===== src/rtl/wb_arbiter.sv =====
// Two-master to one-slave Wishbone B4 classic arbiter with round-robin grant per
// CYC transaction and a watchdog that turns a hung slave into an ERR to the owner.
`timescale 1ns/1ps
module wb_arbiter #(
  parameter int TIMEOUT_CYCLES = 255
) (
  input  logic        clk,
  input  logic        rst,
  input  logic        m0_CYC,
  input  logic        m0_STB,
  input  logic        m0_WE,
  input  logic [31:0] m0_ADR,
  input  logic [31:0] m0_DAT_O,
  input  logic [2:0]  m0_CTI_O,
  output logic        m0_ACK,
  output logic        m0_ERR,
  output logic        m0_RTY,
  output logic [31:0] m0_DAT_I,
  input  logic        m1_CYC,
  input  logic        m1_STB,
  input  logic        m1_WE,
  input  logic [31:0] m1_ADR,
  input  logic [31:0] m1_DAT_O,
  input  logic [2:0]  m1_CTI_O,
  output logic        m1_ACK,
  output logic        m1_ERR,
  output logic        m1_RTY,
  output logic [31:0] m1_DAT_I,
  output logic        s_CYC,
  output logic        s_STB,
  output logic        s_WE,
  output logic [31:0] s_ADR,
  output logic [31:0] s_DAT_O,
  output logic [2:0]  s_CTI_O,
  input  logic        s_ACK,
  input  logic        s_ERR,
  input  logic        s_RTY,
  input  logic [31:0] s_DAT_I,
  output logic [1:0]  grant,
  output logic        timeout
);

  // The counter only has to reach TIMEOUT_CYCLES-1 before the watchdog fires.
  localparam int CNT_W = (TIMEOUT_CYCLES > 1) ? $clog2(TIMEOUT_CYCLES) : 1;
  localparam logic [CNT_W-1:0] CNT_LAST =
    CNT_W'((TIMEOUT_CYCLES > 0) ? (TIMEOUT_CYCLES - 1) : 0);
  localparam logic WD_EN = (TIMEOUT_CYCLES > 0);

  typedef enum logic [1:0] {IDLE, BUSY, ABORT} state_t;

  state_t           state;
  logic             owner;
  logic             last_owner;
  logic [CNT_W-1:0] wd_cnt;

  logic        o_cyc, o_stb, o_we;
  logic [31:0] o_adr, o_dat;
  logic [2:0]  o_cti;
  logic        busy, resp, fire;

  assign o_cyc = owner ? m1_CYC   : m0_CYC;
  assign o_stb = owner ? m1_STB   : m0_STB;
  assign o_we  = owner ? m1_WE    : m0_WE;
  assign o_adr = owner ? m1_ADR   : m0_ADR;
  assign o_dat = owner ? m1_DAT_O : m0_DAT_O;
  assign o_cti = owner ? m1_CTI_O : m0_CTI_O;

  assign busy = (state == BUSY);
  assign resp = s_ACK | s_ERR | s_RTY;
  // Requiring o_cyc makes an owner release in the firing cycle win over the watchdog.
  assign fire = WD_EN & busy & o_cyc & o_stb & ~resp & (wd_cnt == CNT_LAST);

  assign s_CYC   = busy & o_cyc & ~fire;
  assign s_STB   = busy & o_stb & ~fire;
  assign s_WE    = busy & o_we;
  assign s_ADR   = busy ? o_adr : '0;
  assign s_DAT_O = busy ? o_dat : '0;
  assign s_CTI_O = busy ? o_cti : '0;

  assign m0_ACK = busy & ~owner & s_ACK;
  assign m0_ERR = busy & ~owner & (s_ERR | fire);
  assign m0_RTY = busy & ~owner & s_RTY;
  assign m1_ACK = busy & owner & s_ACK;
  assign m1_ERR = busy & owner & (s_ERR | fire);
  assign m1_RTY = busy & owner & s_RTY;

  assign m0_DAT_I = s_DAT_I;
  assign m1_DAT_I = s_DAT_I;
  assign timeout  = fire;

  always_ff @(posedge clk or posedge rst) begin
    if (rst) begin
      state      <= IDLE;
      owner      <= 1'b0;
      last_owner <= 1'b1;
      grant      <= 2'b00;
      wd_cnt     <= '0;
    end else begin
      if (busy && s_STB && !resp) wd_cnt <= wd_cnt + 1'b1;
      else                        wd_cnt <= '0;
      case (state)
        IDLE: begin
          if (m0_CYC && m1_CYC) begin
            owner <= ~last_owner;
            grant <= last_owner ? 2'b01 : 2'b10;
            state <= BUSY;
          end else if (m0_CYC) begin
            owner <= 1'b0;
            grant <= 2'b01;
            state <= BUSY;
          end else if (m1_CYC) begin
            owner <= 1'b1;
            grant <= 2'b10;
            state <= BUSY;
          end
        end
        BUSY: begin
          if (!o_cyc) begin
            state      <= IDLE;
            last_owner <= owner;
            grant      <= 2'b00;
          end else if (fire) begin
            state <= ABORT;
          end
        end
        ABORT: begin
          if (!o_cyc) begin
            state      <= IDLE;
            last_owner <= owner;
            grant      <= 2'b00;
          end
        end
        default: begin
          state <= IDLE;
          grant <= 2'b00;
        end
      endcase
    end
  end

endmodule

===== config.mk =====
export PLATFORM = sky130hd
export DESIGN_NAME = wb_arbiter
export DESIGN_NICKNAME = d
export VERILOG_FILES = /design/src/rtl/wb_arbiter.sv
export SDC_FILE = /design/constraint.sdc
export NUM_CORES = 1
export LEC_CHECK = 0
export CAP_MARGIN = 15
export CELL_PAD_IN_SITES_DETAIL_PLACEMENT = 0
export CELL_PAD_IN_SITES_GLOBAL_PLACEMENT = 1
export CORE_MARGIN = 5
export CORE_UTILIZATION = 16
export CTS_CLUSTER_DIAMETER = 200
export DETAILED_ROUTE_END_ITERATION = 10
export PLACE_DENSITY = 0.92
export SLEW_MARGIN = 20
export SYNTH_ARGS = -nofsm -noshare
export SYNTH_HDL_FRONTEND = slang
export SYNTH_SLANG_ARGS = --single-unit

===== constraint.sdc =====
create_clock -name clk -period 1.8 [get_ports clk]
set_input_delay 0.36 -clock clk [delete_from_list [all_inputs] [get_ports clk]]
set_output_delay 0.36 -clock clk [all_outputs]
set_load 0.05 [all_outputs]

==> impl_results.md, run 1 <==
* Total grt overflow at 0
* Worst Skew at 1.93 ps
* Synth Cell Area at 2500 um^2
* Worst-Skew Late Latency at 240 ps
* Pleak at 0.00268 uW
* Startpoint Class: flip-flop
* Post-synth top area share at 0.276
* Number of port buffers at 223
* Adder-Cell Fraction of Synth Area at 0.0250
* Area grow syn2layout at 147%
* Net Count, Synth at 487
* Cells after Synth at 305
* Vias in the first global route at 3163
* CTS Sinks at 14
* Drt initial violations at 57
* Htree depth at 1
* Ports at 320
* Synth top area cells: mux2i_1, buf_4, nor2b_1
* Worst Hold Class: in2async
* Gr usage total at 0.121
* Area leader, netlist: mux2i_1
* Clock transition at path regs at 50 ps
* Clock Power Share at 0.042
* Critical Path RT at 1440 ps
* Largest family of logic cells by synthesized area: multiplexers
* Dominant synthesized flop cell: dfrtp_1
* Largest net degree at the start of global routing at 29
* Multiplexer share of the synthesized area at 0.291
* CP startpoint: owner
* CP arrival at 1790 ps
* Reg power frac at 0.041
* YS warnings at 0
* Max Cap Viol at 0
* Worst slew pin tran at 564 ps
* Combinational Power Share at 0.917
* Die W at 135 um
* Post-placement cell area at 5580 um^2
* Failing checks: setup timing
* Diodes inserted at 0
* First-pass DRT Iterations at 4
* Starting Density at 0.164
* Compound-Gate Fraction of Synth Area at 0.0395
* XOR/XNOR Fraction of Synth Area at 0.0210
* Max Root-Sink Buffers at 2
* Post-synthesis simple-gate area fraction at 0.251
* FF-to-FF Start: owner
* DIE AREA at 18200 um^2
* FF+latch count, synth at 14
* Initial antenna violation count at 0
* Commonest cells post-synth: mux2i_1, nor2b_1, buf_4
* DRC at 0
* Hpwl dp at 9.19 mm
* Number of distinct library cells after synthesis at 34
* Vias at 2825
* Final worst path period need at 2150 ps
* Sw Ratio at 0.463
* Post-synth ARST share at 1.00
* Num CTS Buffers at 3
* Antenna-violating nets left at 0
* Final core utilization at 0.405
* Final Hold Vio Count at 0
* Chip height at 135 um
* Finish-stage setup viols at 77
* RePlAce Congestion at 0.734
* First-pass GRT wire length at 17.5 mm
* RSZ-0062 raised after global routing: true
* Hold Slack at 471 ps
* EDFF count, synth at 0
* NumNets Final at 676
* Per-cell routed wire length at 17.4 um
* Headroom to the max-slew limit at 0.623
* Crit Path Class: reg2out
* Crit path max fanout at 5
* Total routed wirelength at 12.3 mm
* Tcrit/Tclk final at 1.20
* CTS tree: done
* Post-synthesis sequential area ratio at 0.141
* Fraction of layout cells with a size suffix above 1 at 0.448
* Core Area at 15300 um^2
* Setup TNS at -17630 ps
* Cell-internal power at 5900 uW
* Row Count at 45
* Status: finished with violations
* Slew Viols, Final at 0
* Slowest cell on the critical path: dfrtp_4
* Crit-path cells: mux2_4 > nor3b_4 > and2b_4 > o211a_4 > buf_12
* Switching power at 5090 uW
* Pwr per Cell Area at 1780 nW/um^2
* Setup ws final at -352 ps
* Biggest cell delay along the critical path at 490 ps
* Design area at 6180 um^2
* Vias per cell at 4.01
* Fmax achieved at 465 MHz
* Worst Setup End Kind: output pin
* Root buffer selected by CTS: clkbuf_16
* Post-placement setup slack at -387 ps
* Peak VDD IR at 0.603 mV
* Syn Area/Cell at 8.20 um^2
-- stage by stage --
step	instances	power (uW)
after global placement	679	9100
after floorplan	305	5570
after CTS	701	11000
final	704	11000
after detailed placement	679	9220
after global routing	704	11400
-- routing by layer --
| layer | track usage | vias to the layer above | wire length (um) |
|---|---|---|---|
| met2 | 0.233 | 176 | 6550 |
| met1 | 0.126 | 1306 | 4150 |
| li1 | - | 1322 | - |
| met4 | 0.0252 | 0 | 239 |
| met5 | 0 | - | 0 |
| met3 | 0.0436 | 21 | 1320 |
-- critical path: cells and delay by family, from the launching register on --
kind / cells / cell delay (ps)
DFF: 1 / 490
and+or+nand+nor: 2 / 350
muxes: 1 / 320
AOI/OAI and AO/OA: 1 / 240
buffers and inverters: 1 / 140
-- kinds of logic (layout without fill, tap and decap cells) --
| kind of cell | Yosys count | in the layout |
|---|---|---|
| and+or+nand+nor | 108 | 108 |
| buffers and inverters | 87 | 275 |
| muxes | 72 | 72 |
| DFF | 14 | 14 |
| AOI/OAI and AO/OA | 13 | 13 |
| xor gates and xnor gates | 6 | 6 |
| adders and majority gates | 5 | 5 |
-- power by group through the flow --
stage / logic [uW] / registers, uW / clock network (uW)
finish: 10100 / 447 / 464
detailed placement: 8770 / 447 / 0
floorplan: 5070 / 493 / 0
global route: 10500 / 457 / 488
CTS: 10100 / 448 / 472
global placement: 8660 / 440 / 0
-- sequential cells by signal, summed over array words and instances (netlist names) --
signal	cells
grant	2
last_owner	1
owner	1
state	2
wd_cnt	8
-- placed cells by master (no fill, tap or decap), types with 3 or more instances in the layout --
| cell | n |
|---|---|
| nand2_1 | 6 |
| nor2_1 | 12 |
| dfrtp_1 | 12 |
| nand3_1 | 4 |
| clkdlybuf4s50_1 | 139 |
| buf_16 | 8 |
| xnor2_1 | 3 |
| ha_1 | 4 |
| dlygate4sd2_1 | 3 |
| nor2b_2 | 68 |
| mux2i_1 | 65 |
| buf_4 | 27 |
| inv_1 | 4 |
| buf_12 | 80 |
| mux2i_2 | 4 |
| xor2_1 | 3 |
| clkbuf_16 | 4 |
-- worst paths after layout --
| kind | endpoint | slack (ps) | depth (start not counted) |
|---|---|---|---|
| setup / recovery | m1_ERR | -350 | 5 |
| hold / removal | wd_cnt[7] | 470 | 2 |
| max in group asynchronous | owner | 910 | 2 |
| hold reg to reg | grant[0] | 520 | 2 |
| min in group clk | grant[0] | 520 | 2 |
| setup reg to reg | state[0] | 20 | 5 |
-- area by class of cell --
class | count | area (um^2)
fill | 1419 | 9080
timing repair buffer | 266 | 3610
clock buffer | 4 | 88.8
sequential | 14 | 355
tap | 211 | 264
inverter | 5 | 18.8
multi-input combinational | 204 | 1840
-- timing repair --
item                       CTS  global route
cloned                       9             1
hold buffers                 0             0
buffers inserted             9             2
pin swaps                    2             5
setup endpoints to repair   78            78
gates resized for setup     33             6
Note: power is estimated with default switching activity, not from simulation.
==> run 2, diff against run 1 <==
--- a/config.mk
+++ b/config.mk
@@ -13,6 +13,7 @@
 export CTS_CLUSTER_DIAMETER = 200
 export DETAILED_ROUTE_END_ITERATION = 10
 export PLACE_DENSITY = 0.92
+export SKIP_CTS_REPAIR_TIMING = 1
 export SLEW_MARGIN = 20
 export SYNTH_ARGS = -nofsm -noshare
 export SYNTH_HDL_FRONTEND = slang
==> impl_results.md, run 2 (synthesis gave the netlist of run 1 again) <==
* Clock transition at path regs at 50 ps (about the same)
* Antenna-violating nets left at 0 (unchanged)
* CP arrival at 1790 ps (about the same)
* Crit Path Class: reg2out
* Placed insts at 679 (unchanged)
* Failing checks: setup timing
* Root buffer selected by CTS: clkbuf_16
* Post-placement cell area at 5580 um^2 (unchanged)
* Htree depth at 1 (unchanged)
* Peak VDD IR at 0.601 mV (-0.23%)
* Largest net degree at the start of global routing at 45 (+55%)
* Met3 Usage GRT at 0.0425 (-0.00112)
* Max Cap Viol at 0 (unchanged)
* Routing usage on met2 at 0.199 (-0.0345)
* Fmax achieved at 465 MHz (about the same)
* Final worst path period need at 2150 ps (-2.03 ps)
* Critical Path RT at 1440 ps (about the same)
* Number of port buffers at 223 (unchanged)
* Slowest cell on the critical path: dfrtp_4
* Vias at 2787 (-1.3%)
* Fillcell total at 1427 (+0.56%)
* Vias per cell at 3.99 (-0.50%)
* Drt initial violations at 35 (-39%)
* Ports at 320 (unchanged)
* Worst-Skew Late Latency at 240 ps (about the same)
* Post-placement setup slack at -387 ps (unchanged)
* Pwr per Cell Area at 1760 nW/um^2 (-1.4%)
* Worst Hold Class: in2async
* Gr usage total at 0.104 (-0.0172)
* First-pass GRT wire length at 15.5 mm (-12%)
* Core Area at 15300 um^2 (unchanged)
* Post-route insts no fill at 698 (-0.85%)
* RePlAce Congestion at 0.734 (unchanged)
* Biggest cell delay along the critical path at 500 ps (about the same)
* Most frequent cells in the layout: clkdlybuf4s50_1, buf_12, nor2b_2, mux2i_1, buf_4
* Design area at 6070 um^2 (-1.8%)
* Vias in the first global route at 2936 (-7.2%)
* Max Root-Sink Buffers at 2 (unchanged)
* Pleak at 0.00262 uW (-2.3%)
* NumNets Final at 670 (-0.89%)
* Row Count at 45 (unchanged)
* Worst slew pin tran at 568 ps (+3.79 ps)
* Die W at 135 um (unchanged)
* Per-cell routed wire length at 17.5 um (+0.42%)
* CTS Sinks at 14 (unchanged)
* M1 GR Usage at 0.105 (-0.0209)
* Startpoint Class: flip-flop
* Top flop regs: wd_cnt x8, grant x2, state x2
* Setup ws final at -350 ps (+2.03 ps)
* First-pass DRT Iterations at 4 (unchanged)
* Slew Viols, Final at 0 (unchanged)
* Top Usage Layer GRT: met2
* Chip height at 135 um (unchanged)
* RSZ-0062 raised after global routing: true
* Worst Setup End Kind: output pin
* Total routed wirelength at 12.2 mm (-0.44%)
* Tcrit/Tclk final at 1.19 (about the same)
* Crit path max fanout at 5 (unchanged)
* Hpwl dp at 9.19 mm (unchanged)
* Largest Register: wd_cnt
* Status: finished with violations
* Finish-stage setup viols at 78 (+1.3%)
* DIE AREA at 18200 um^2 (unchanged)
* Headroom to the max-slew limit at 0.621 (-0.00253)
* Final Hold Vio Count at 0 (unchanged)
* Crit-path cells: mux2_4 > nor3b_4 > and2b_4 > o211a_4 > buf_12
* Total chip power at 10700 uW (-3.1%)
* Total grt overflow at 0 (unchanged)
* Diodes inserted at 0 (unchanged)
* Area grow syn2layout at 143%
* Fraction of layout cells with a size suffix above 1 at 0.441 (-0.00680)
* Max FFs per register at 8 (unchanged)
* Worst Skew at 2.43 ps (+0.503 ps)
* CTS tree: done
* DRC at 0 (unchanged)
* Most common cell after layout, fill and taps aside: clkdlybuf4s50_1
* Starting Density at 0.164 (unchanged)
* Final core utilization at 0.398 (-0.00713)
* Num CTS Buffers at 3 (unchanged)
* Initial antenna violation count at 0 (unchanged)
run 2: worst max-delay path, delay by kind of cell (launching register included):
family / cells / cell delay [ps]
simple gates: 2 / 350
flops: 1 / 500
mux: 1 / 310
compound gates: 1 / 240
buf+inv: 1 / 140
run 2: path summary, 6_finish.rpt:
kind | endpoint | start | slack, ps | cells past startpoint
min in group clk | grant[0] | grant[0] | 520 | 2
max in group asynchronous | owner | rst | 900 | 2
min | state[0] | rst | 480 | 2
max | m1_ERR | owner | -350 | 5
max reg2reg | state[0] | owner | -10 | 5
min reg2reg | grant[0] | grant[0] | 520 | 2
run 2: area by class of cell:
cell class	instances	area, um^2	share of cell area
clock buffer	4	88.8	0.0146
inverter	5	18.8	0.00309
multi-input combinational	204	1850	0.304
sequential	14	355	0.0585
tap	211	264	0.0435
timing repair buffer	260	3490	0.576
run 2: power by group:
group	switching [uW]	internal, uW	total (uW)
logic	4880	4860	9740
registers	61.8	388	450
clock network	130	337	467
total	5070	5580	10700
run 2: per-stage QoR:
stage | setup TNS (ps) | hold WS, ps
CTS | -17710 | 487
floorplan | -8600 | 249
global route | -18890 | 535
detailed placement | -1880 | 502
global placement | -1680 | 487
finish | -14510 | 482
run 2: routing by layer:
| metal | part of all wire | vias to the layer above |
|---|---|---|
| met5 | 0 | - |
| met4 | 0.014 | 0 |
| met3 | 0.11 | 19 |
| met2 | 0.53 | 170 |
| met1 | 0.35 | 1286 |
| li1 | - | 1312 |
==> run 3, diff against run 2 <==
--- a/config.mk
+++ b/config.mk
@@ -8,6 +8,7 @@
 export CAP_MARGIN = 15
 export CELL_PAD_IN_SITES_DETAIL_PLACEMENT = 0
 export CELL_PAD_IN_SITES_GLOBAL_PLACEMENT = 1
+export CORE_ASPECT_RATIO = 1.4
 export CORE_MARGIN = 5
 export CORE_UTILIZATION = 16
 export CTS_CLUSTER_DIAMETER = 200
==> impl_results.md, run 3 (synthesis gave the netlist of run 1 again) <==
* Root buffer selected by CTS: clkbuf_16
* Clock Power Share at 0.040 (-0.004)
* Gr usage total at 0.130 (+0.0263)
* Largest net degree at the start of global routing at 35 (-22%)
* Sw Ratio at 0.480 (+0.00422)
* Drt initial violations at 90 (+160%)
* First-pass GRT wire length at 17.7 mm (+14%)
* Row Count at 54 (+20%)
* Most common cell after layout, fill and taps aside: clkdlybuf4s50_1
* Htree depth at 1 (unchanged)
* Worst Setup End Kind: output pin
* DIE AREA at 18300 um^2 (+0.20%)
* Worst slew pin tran at 591 ps (+22.8 ps)
* Starting Density at 0.162 (-0.00227)
* Worst Hold Class: in2async
* Top flop regs: wd_cnt x8, grant x2, state x2
* Startpoint Class: flip-flop
* Max Cap Viol at 0 (unchanged)
* Vias at 2752 (-1.3%)
* CP arrival at 1840 ps (+50 ps)
* RSZ-0062 raised after global routing: true
* Failing checks: setup timing
* Clock transition at path regs at 50 ps (about the same)
* Fraction of layout cells with a size suffix above 1 at 0.445 (+0.00364)
* Total grt overflow at 0 (unchanged)
* Initial antenna violation count at 1 (+1)
* Final Hold Vio Count at 0 (unchanged)
* NumNets Final at 675 (+0.75%)
* Reg power frac at 0.042 (about the same)
* Pwr per Cell Area at 1770 nW/um^2 (+0.98%)
* Finish-stage setup viols at 78 (unchanged)
* Diodes inserted at 0 (unchanged)
* Chip height at 158 um (+17%)
* Critical Path RT at 1440 ps (about the same)
* Antenna-violating nets left at 0 (unchanged)
* Per-cell routed wire length at 20.7 um (+18%)
* Headroom to the max-slew limit at 0.606 (-0.0152)
* Crit path max fanout at 5 (unchanged)
* Max FFs per register at 8 (unchanged)
* Core Area at 15500 um^2 (+1.4%)
* Peak VDD IR at 1.08 mV (+79%)
* Switching power at 5180 uW (+2.2%)
* Worst-Skew Late Latency at 240 ps (about the same)
* Post-placement cell area at 5680 um^2 (+1.9%)
* Pleak at 0.00264 uW (+0.88%)
* Final core utilization at 0.393 (-0.00437)
* Max Root-Sink Buffers at 2 (unchanged)
* Design area at 6090 um^2 (+0.29%)
* Number of port buffers at 223 (unchanged)
* Largest Register: wd_cnt
* CTS tree: done
* Combinational Power Share at 0.918 (+0.004)
* Hpwl dp at 11.7 mm (+27%)
* DRC at 0 (unchanged)
* Status: finished with violations
* Most frequent cells in the layout: clkdlybuf4s50_1, buf_12, nor2b_2, mux2i_1, buf_4
* Num CTS Buffers at 3 (unchanged)
* First-pass DRT Iterations at 4 (unchanged)
* Tcrit/Tclk final at 1.22 (+0.0259)
* Area grow syn2layout at 143%
* Ports at 320 (unchanged)
* Die W at 116 um (-14%)
* Final worst path period need at 2200 ps (+46.6 ps)
* Total routed wirelength at 14.2 mm (+16%)
* Cell-internal power at 5610 uW (+0.45%)
* RePlAce Congestion at 0.797 (+8.7%)
* Worst Skew at 1.99 ps (-0.443 ps)
* Vias in the first global route at 2973 (+1.3%)
* Setup ws final at -396 ps (-46.6 ps)
* Vias per cell at 4.00 (+0.18%)
* Crit Path Class: reg2out
* Slew Viols, Final at 0 (unchanged)
* CTS Sinks at 14 (unchanged)
* Fmax achieved at 455 MHz (-2.1%)
## run 3: cell count changes in the layout (fill, tap and decap cells not counted), moves of 2 or more
| cell | delta |
|---|---|
| buf_8 | -5 |
| mux2_2 | -2 |
| buf_4 | +4 |
| mux2i_1 | -2 |
| mux2_4 | +2 |
| buf_6 | +4 |
| buf_12 | +3 |
## run 3: per-stage QoR
stage               total power [uW]  hold WS (ps)  setup slack, ps  setup TNS [ps]  std cells
floorplan                       5570           249             -137           -8600        305
global placement                9650           470             -531           -2590        674
detailed placement              9690           482             -542           -2760        674
CTS                            10100           489             -547          -15520        678
global route                   11200           532             -434          -21080        688
finish                         10800           481             -396          -16790        688
## run 3: final timing paths
check | startpoint | endpoint | slack, ps | cells past startpoint
min in group clk | grant[0] | grant[0] | 480 | 2
max in group asynchronous | rst | owner | 870 | 2
worst min register to register | grant[0] | grant[0] | 480 | 2
worst max-delay path | owner | m1_ERR | -400 | 5
worst max register to register | owner | state[0] | -120 | 6
worst min-delay path | rst | wd_cnt[3] | 480 | 2
## run 3: power by group through the flow
stage                     sequential, uW  clock, uW  combinational [uW]
after floorplan                      493          0                5070
after global placement               445          0                9210
after detailed placement             447          0                9240
after CTS                            443        436                9270
after global routing                 463        453               10300
final                                453        428                9910
## run 3: metal layers
metal	GRT usage	wire (um)
met1	0.127	4350
met5	0	7
met2	0.202	6520
met4	0.0509	568
met3	0.109	2770
## run 3: critical path, stage by stage, from the launching register on
cell and delay [ps]:
dfrtp_4 510, mux2_4 330, nor3b_4 160, and2b_4 200, o211a_4 240, buf_12 150
## run 3: layout make-up
type                       count  area [um^2]
fill                        1494         9390
inverter                       5         18.8
multi-input combinational    204         1860
tap                          196          245
clock buffer                   4         78.8
timing repair buffer         265         3530
sequential                    14          355
==> edit 1, RTL diff (settings of run 3) <==
Encoding of `state_t`: now one-hot (3 bits for 3 states).
--- a/src/rtl/wb_arbiter.sv
+++ b/src/rtl/wb_arbiter.sv
@@ -47,5 +47,5 @@
   localparam logic WD_EN = (TIMEOUT_CYCLES > 0);
 
-  typedef enum logic [1:0] {IDLE, BUSY, ABORT} state_t;
+  typedef enum logic [2:0] {IDLE = 3'b001, BUSY = 3'b010, ABORT = 3'b100} state_t;
 
   state_t           state;
Check against the original RTL: same outputs for any inputs over 10 cycles, from zero or initial values and one cycle with rst high; not proved beyond that.
==> edit 1 against run 3 <==
The run still ends with negative setup slack left; sequential cell count is 1 higher; die area is 6.2% lower; clock skew is 0.00077 ns lower; cell area is 8.6% higher; synthesized area is 6.7% lower; non-clock buffer count is 6 higher; worst setup slack better by 0.014 ns; power is 23% lower; wire length is 4.3% higher; critical endpoint is now s_CYC.
==> edit 1: results (changes against run 3) <==
[metrics] status: complete, but fails checks (unchanged)
[metrics] violated checks: negative setup slack (unchanged)
[metrics] net count after synthesis: 489 (was 487)
[metrics] met1 routed wirelength after detailed routing: 5096 microns (was 4350 microns)
[metrics] Setup Slack @ Placement: -0.4203 ns (was -0.5416 ns)
[metrics] routed wirelength normalized by instance count: 21.43 microns (was 20.67 microns)
[metrics] synthesized-area fraction occupied by xor and xnor cells: 2.629% (was 2.102%)
[metrics] compound-gate portion of the synthesized area: 3.487% (was 3.954%)
[metrics] count of fill cells added during filler insertion: 1275 (was 1494)
[metrics] post-place instance area: 0.005532 sq mm (was 0.005683 sq mm)
[metrics] wire length of the first global-routing pass: 18240 microns (was 17710 microns)
[metrics] setup slack on the worst flop-to-flop path: 0.14 ns (was -0.12 ns)
[metrics] smallest hold slack: 0.4739 ns (was 0.4808 ns)
[metrics] IR Drop Worst-Case VDD: 0.001279 V (was 0.001079 V)
[metrics] Crit Path Max Fanout: 10 (was 5)
[metrics] maximum number of pins on one net before global-route repair: 41 (was 35)
[metrics] worst setup margin: -0.3820 ns (was -0.3964 ns)
[metrics] number of library cell types mapped by synthesis: 30 (was 34)
[metrics] registers with the most flip-flops: wd_cnt: 8 flops, state: 3 flops, grant: 2 flops (was wd_cnt: 8 flops, grant: 2 flops, state: 2 flops)
[metrics] fraction of layout instances using a drive strength above 1: 52.88% (was 44.51%)
[metrics] routability cong.: 0.8907 (was 0.7972)
[metrics] Reg-to-Reg End: state[1]$_DFFE_PP0P_ (was state[0]$_DFFE_PP0P_)
[metrics] nets@finish: 683 (was 675)
[metrics] endpoint arrival time on the critical path: 1.82 ns (was 1.84 ns)
[metrics] total setup violations reported at the end of the flow: 77 (was 78)
[metrics] top area cells in the synthesized netlist: mux2i_1, buf_4, dfrtp_1 (was mux2i_1, buf_4, nor2b_1)
[metrics] leakage power: 2.462 nW (was 2.640 nW)
[metrics] Layout Skew: 0.001215 ns (was 0.001988 ns)
-- edit 1: per-layer routing --
layer	track usage (%)	vias up
li1	-	1358
met1	13.95	1364
met2	23.64	190
met3	6.566	32
met4	3.036	0
met5	0	-
-- edit 1: final cells by class --
cell class,instances,area (sq um),area share [%]
Multi-Input combinational cell,209,2223,33.65
Timing Repair Buffer,271,3672,55.58
Sequential cell,15,381.6,5.775
Inverter,4,15.01,0.2272
Clock buffer,4,78.83,1.193
Tap cell,189,236.5,3.579
-- edit 1: cell families after synthesis --
family,Yosys count
adders and majority gates,2
and+or+nand+nor,117
AOI/OAI and AO/OA,13
buffers and inverters,86
muxes,70
xor gates and xnor gates,7
DFF,15
-- edit 1: how the worst max path moves through the flow --
stage | start | endpoint | cells after the start
floorplan | state[2]$_DFFE_PP0P_ | s_ADR[10] | 4
global route | state[1]$_DFFE_PP0P_ | s_CYC | 5
finish | state[1]$_DFFE_PP0P_ | s_CYC | 5
CTS | state[0]$_DFFE_PP1P_ | s_CYC | 5
detailed placement | m1_CYC | s_STB | 7
global placement | m1_CYC | s_STB | 7
-- edit 1: per-stage QoR --
step	power [mW]	utilization, %	TNS (ns)
floorplan	3.938	-	-14.57
global placement	6.008	38.47	-4.881
detailed placement	6.086	38.47	-6.064
CTS	6.526	39.02	-23.75
global route	8.664	45.95	-24.06
finish	8.342	45.95	-20.45
-- edit 1: power groups by stage --
stage | registers [mW] | logic [mW] | clock network (mW)
2_1_floorplan | 0.522 | 3.42 | 0
3_3_place_gp | 0.480 | 5.53 | 0
3_5_place_dp | 0.486 | 5.60 | 0
4_1_cts | 0.481 | 5.61 | 0.432
5_1_grt | 0.490 | 7.72 | 0.454
6_report | 0.483 | 7.44 | 0.423
-- edit 1: critical path, cell delays in order (launching register included) --
cell and delay, ns:
dfrtp_1 0.38, or3b_4 0.47, buf_4 0.18, buf_16 0.16, nor3_4 0.23, buf_12 0.16
==> edit 2, RTL diff (config.mk and constraints of run 3) <==
Without the edit above. Set the parameter `TIMEOUT_CYCLES` to 510 (it was 255).
--- a/src/rtl/wb_arbiter.sv
+++ b/src/rtl/wb_arbiter.sv
@@ -3,5 +3,5 @@
 `timescale 1ns/1ps
 module wb_arbiter #(
-  parameter int TIMEOUT_CYCLES = 255
+  parameter int TIMEOUT_CYCLES = 510
 ) (
   input  logic        clk,
Behaviour: same outputs for any inputs over 10 cycles, from zero or initial values and one cycle with rst high; that may be too few to reach the edited logic, so the function may still have changed.
==> edit 2 against run 3 <==
The run still ends with negative setup slack left; first-iteration DRC count decreased by 62%; sequential cell count increased by 1; final cell count increased by 2.6%; power increased by 5.3%; synthesized cell count increased by 2.0%; combinational power increased by 6%; cell area increased by 10%; largest cell class unchanged; wire length decreased by 23%; synthesized area increased by 3.6%; non-clock buffer count increased by 9; worst setup slack improved by 0.064 ns; clock power increased by 2%; maximum frequency increased by 3.0%.
==> edit 2: results (changes against run 3) <==
[metrics] status: complete, but fails checks (unchanged)
[metrics] violated checks: negative setup slack (unchanged)
[metrics] maximum number of pins on one net before global-route repair: 43 (was 35)
[metrics] endpoint arrival time on the critical path: 1.77 ns (was 1.84 ns)
[metrics] Layout Skew: 0.001320 ns (was 0.001988 ns)
[metrics] internal power: 6.218 mW (was 5.605 mW)
[metrics] relative contribution of combinational cells to total power: 92.0% (was 91.8%)
[metrics] Worst Tran Pin Value: 0.2538 ns (was 0.5910 ns)
[metrics] Setup TNS: -17.30 ns (was -16.79 ns)
[metrics] top area cells in the synthesized netlist: mux2i_1, buf_4, nor2b_1 (unchanged)
[metrics] IR Drop Worst-Case VDD: 0.0009680 V (was 0.001079 V)
[metrics] total setup violations reported at the end of the flow: 75 (was 78)
[metrics] leakage power: 2.794 nW (was 2.640 nW)
[metrics] post-place instance area: 0.006067 sq mm (was 0.005683 sq mm)
[metrics] half-perimeter wire length after placement: 8924 microns (was 11690 microns)
[metrics] worst setup margin: -0.3321 ns (was -0.3964 ns)
[metrics] count of placed standard cells in the final layout, fillers left out: 706 (was 688)
[metrics] Setup Slack @ Placement: -0.4838 ns (was -0.5416 ns)
[metrics] number of antenna violations at the first check in global routing: 0 (was 1)
[metrics] fraction of the yosys area taken by sequential cells: 14.54% (was 14.06%)
[metrics] fraction of layout instances using a drive strength above 1: 54.64% (was 44.51%)
[metrics] number of DRC markers after the initial detailed-route iteration: 34 (was 90)
[metrics] average instance area after synthesis: 8.328 sq um (was 8.196 sq um)
[metrics] number of library cell types mapped by synthesis: 35 (was 34)
[metrics] nets@finish: 690 (was 675)
[edit 2: changes by cell type after synthesis, moves of 2 or more]
cell / delta
buf_2: -5
buf_4: +5
a21oi_1: +4
nor2_1: -4
and4_1: +3
xor2_1: +3
a32o_1: -2
and2_1: +2
inv_1: +2
mux2_2: -2
nand4_1: +2
xnor2_1: -2
[edit 2: logic make-up after synthesis]
group	Yosys count	synth area share [%]
XOR/XNOR	7	2.367
AND/OR/NAND/NOR	107	25.07
multiplexers	71	27.78
AO/OA/AOI/OAI	17	4.444
adder cells (fa/ha/maj)	5	2.415
buffers and inverters	89	23.38
flip-flops	15	14.54
[edit 2: worst paths after layout]
check,slack (ns),endpoint,depth (start not counted)
min,0.42,grant[0]$_DFFE_PP0P_,3
max reg2reg,0.15,state[1]$_DFFE_PP0P_,5
min reg2reg,0.53,last_owner$_DFFE_PP1P_,2
max in group asynchronous,1.13,last_owner$_DFFE_PP1P_,3
min in group clk,0.53,last_owner$_DFFE_PP1P_,2
max,-0.33,s_ADR[15],7
[edit 2: layer usage]
layer,vias up,part of all wire [%],global-route usage [%]
met4,0,5.6,6.051
met2,158,54,18.64
met1,1284,31,8.916
met3,58,9.6,3.241
li1,1367,-,-
met5,-,0,0
[edit 2: layout make-up]
class / count / area (sq um)
Fill cell: 1468 / 9333
Timing Repair Buffer: 274 / 3561
Multi-Input combinational cell: 207 / 2406
Sequential cell: 15 / 380.4
Tap cell: 199 / 249.0
Clock buffer: 4 / 78.83
Inverter: 7 / 26.28
[edit 2: critical path: stages (launching register included)]
cell     delay (ns)
dfrtp_4        0.51
buf_4          0.16
buf_12         0.15
buf_12         0.15
mux2i_1        0.13
buf_4          0.15
nor2b_4        0.12
buf_12         0.14
[edit 2: power by group through the flow]
stage / registers, mW / clock network (mW) / logic, mW
after CTS: 0.472 / 0.449 / 9.42
after detailed placement: 0.477 / 0 / 9.40
after global routing: 0.479 / 0.465 / 10.9
after global placement: 0.477 / 0 / 9.34
final: 0.469 / 0.438 / 10.5
after floorplan: 0.508 / 0 / 5.61
[edit 2: through the flow]
stage	utilization (%)	hold slack, ns
2_1_floorplan	-	0.2608
4_1_cts	38.33	0.4301
5_1_grt	41.79	0.4662
3_3_place_gp	37.84	0.5111
3_5_place_dp	37.84	0.5223
6_report	41.79	0.4214
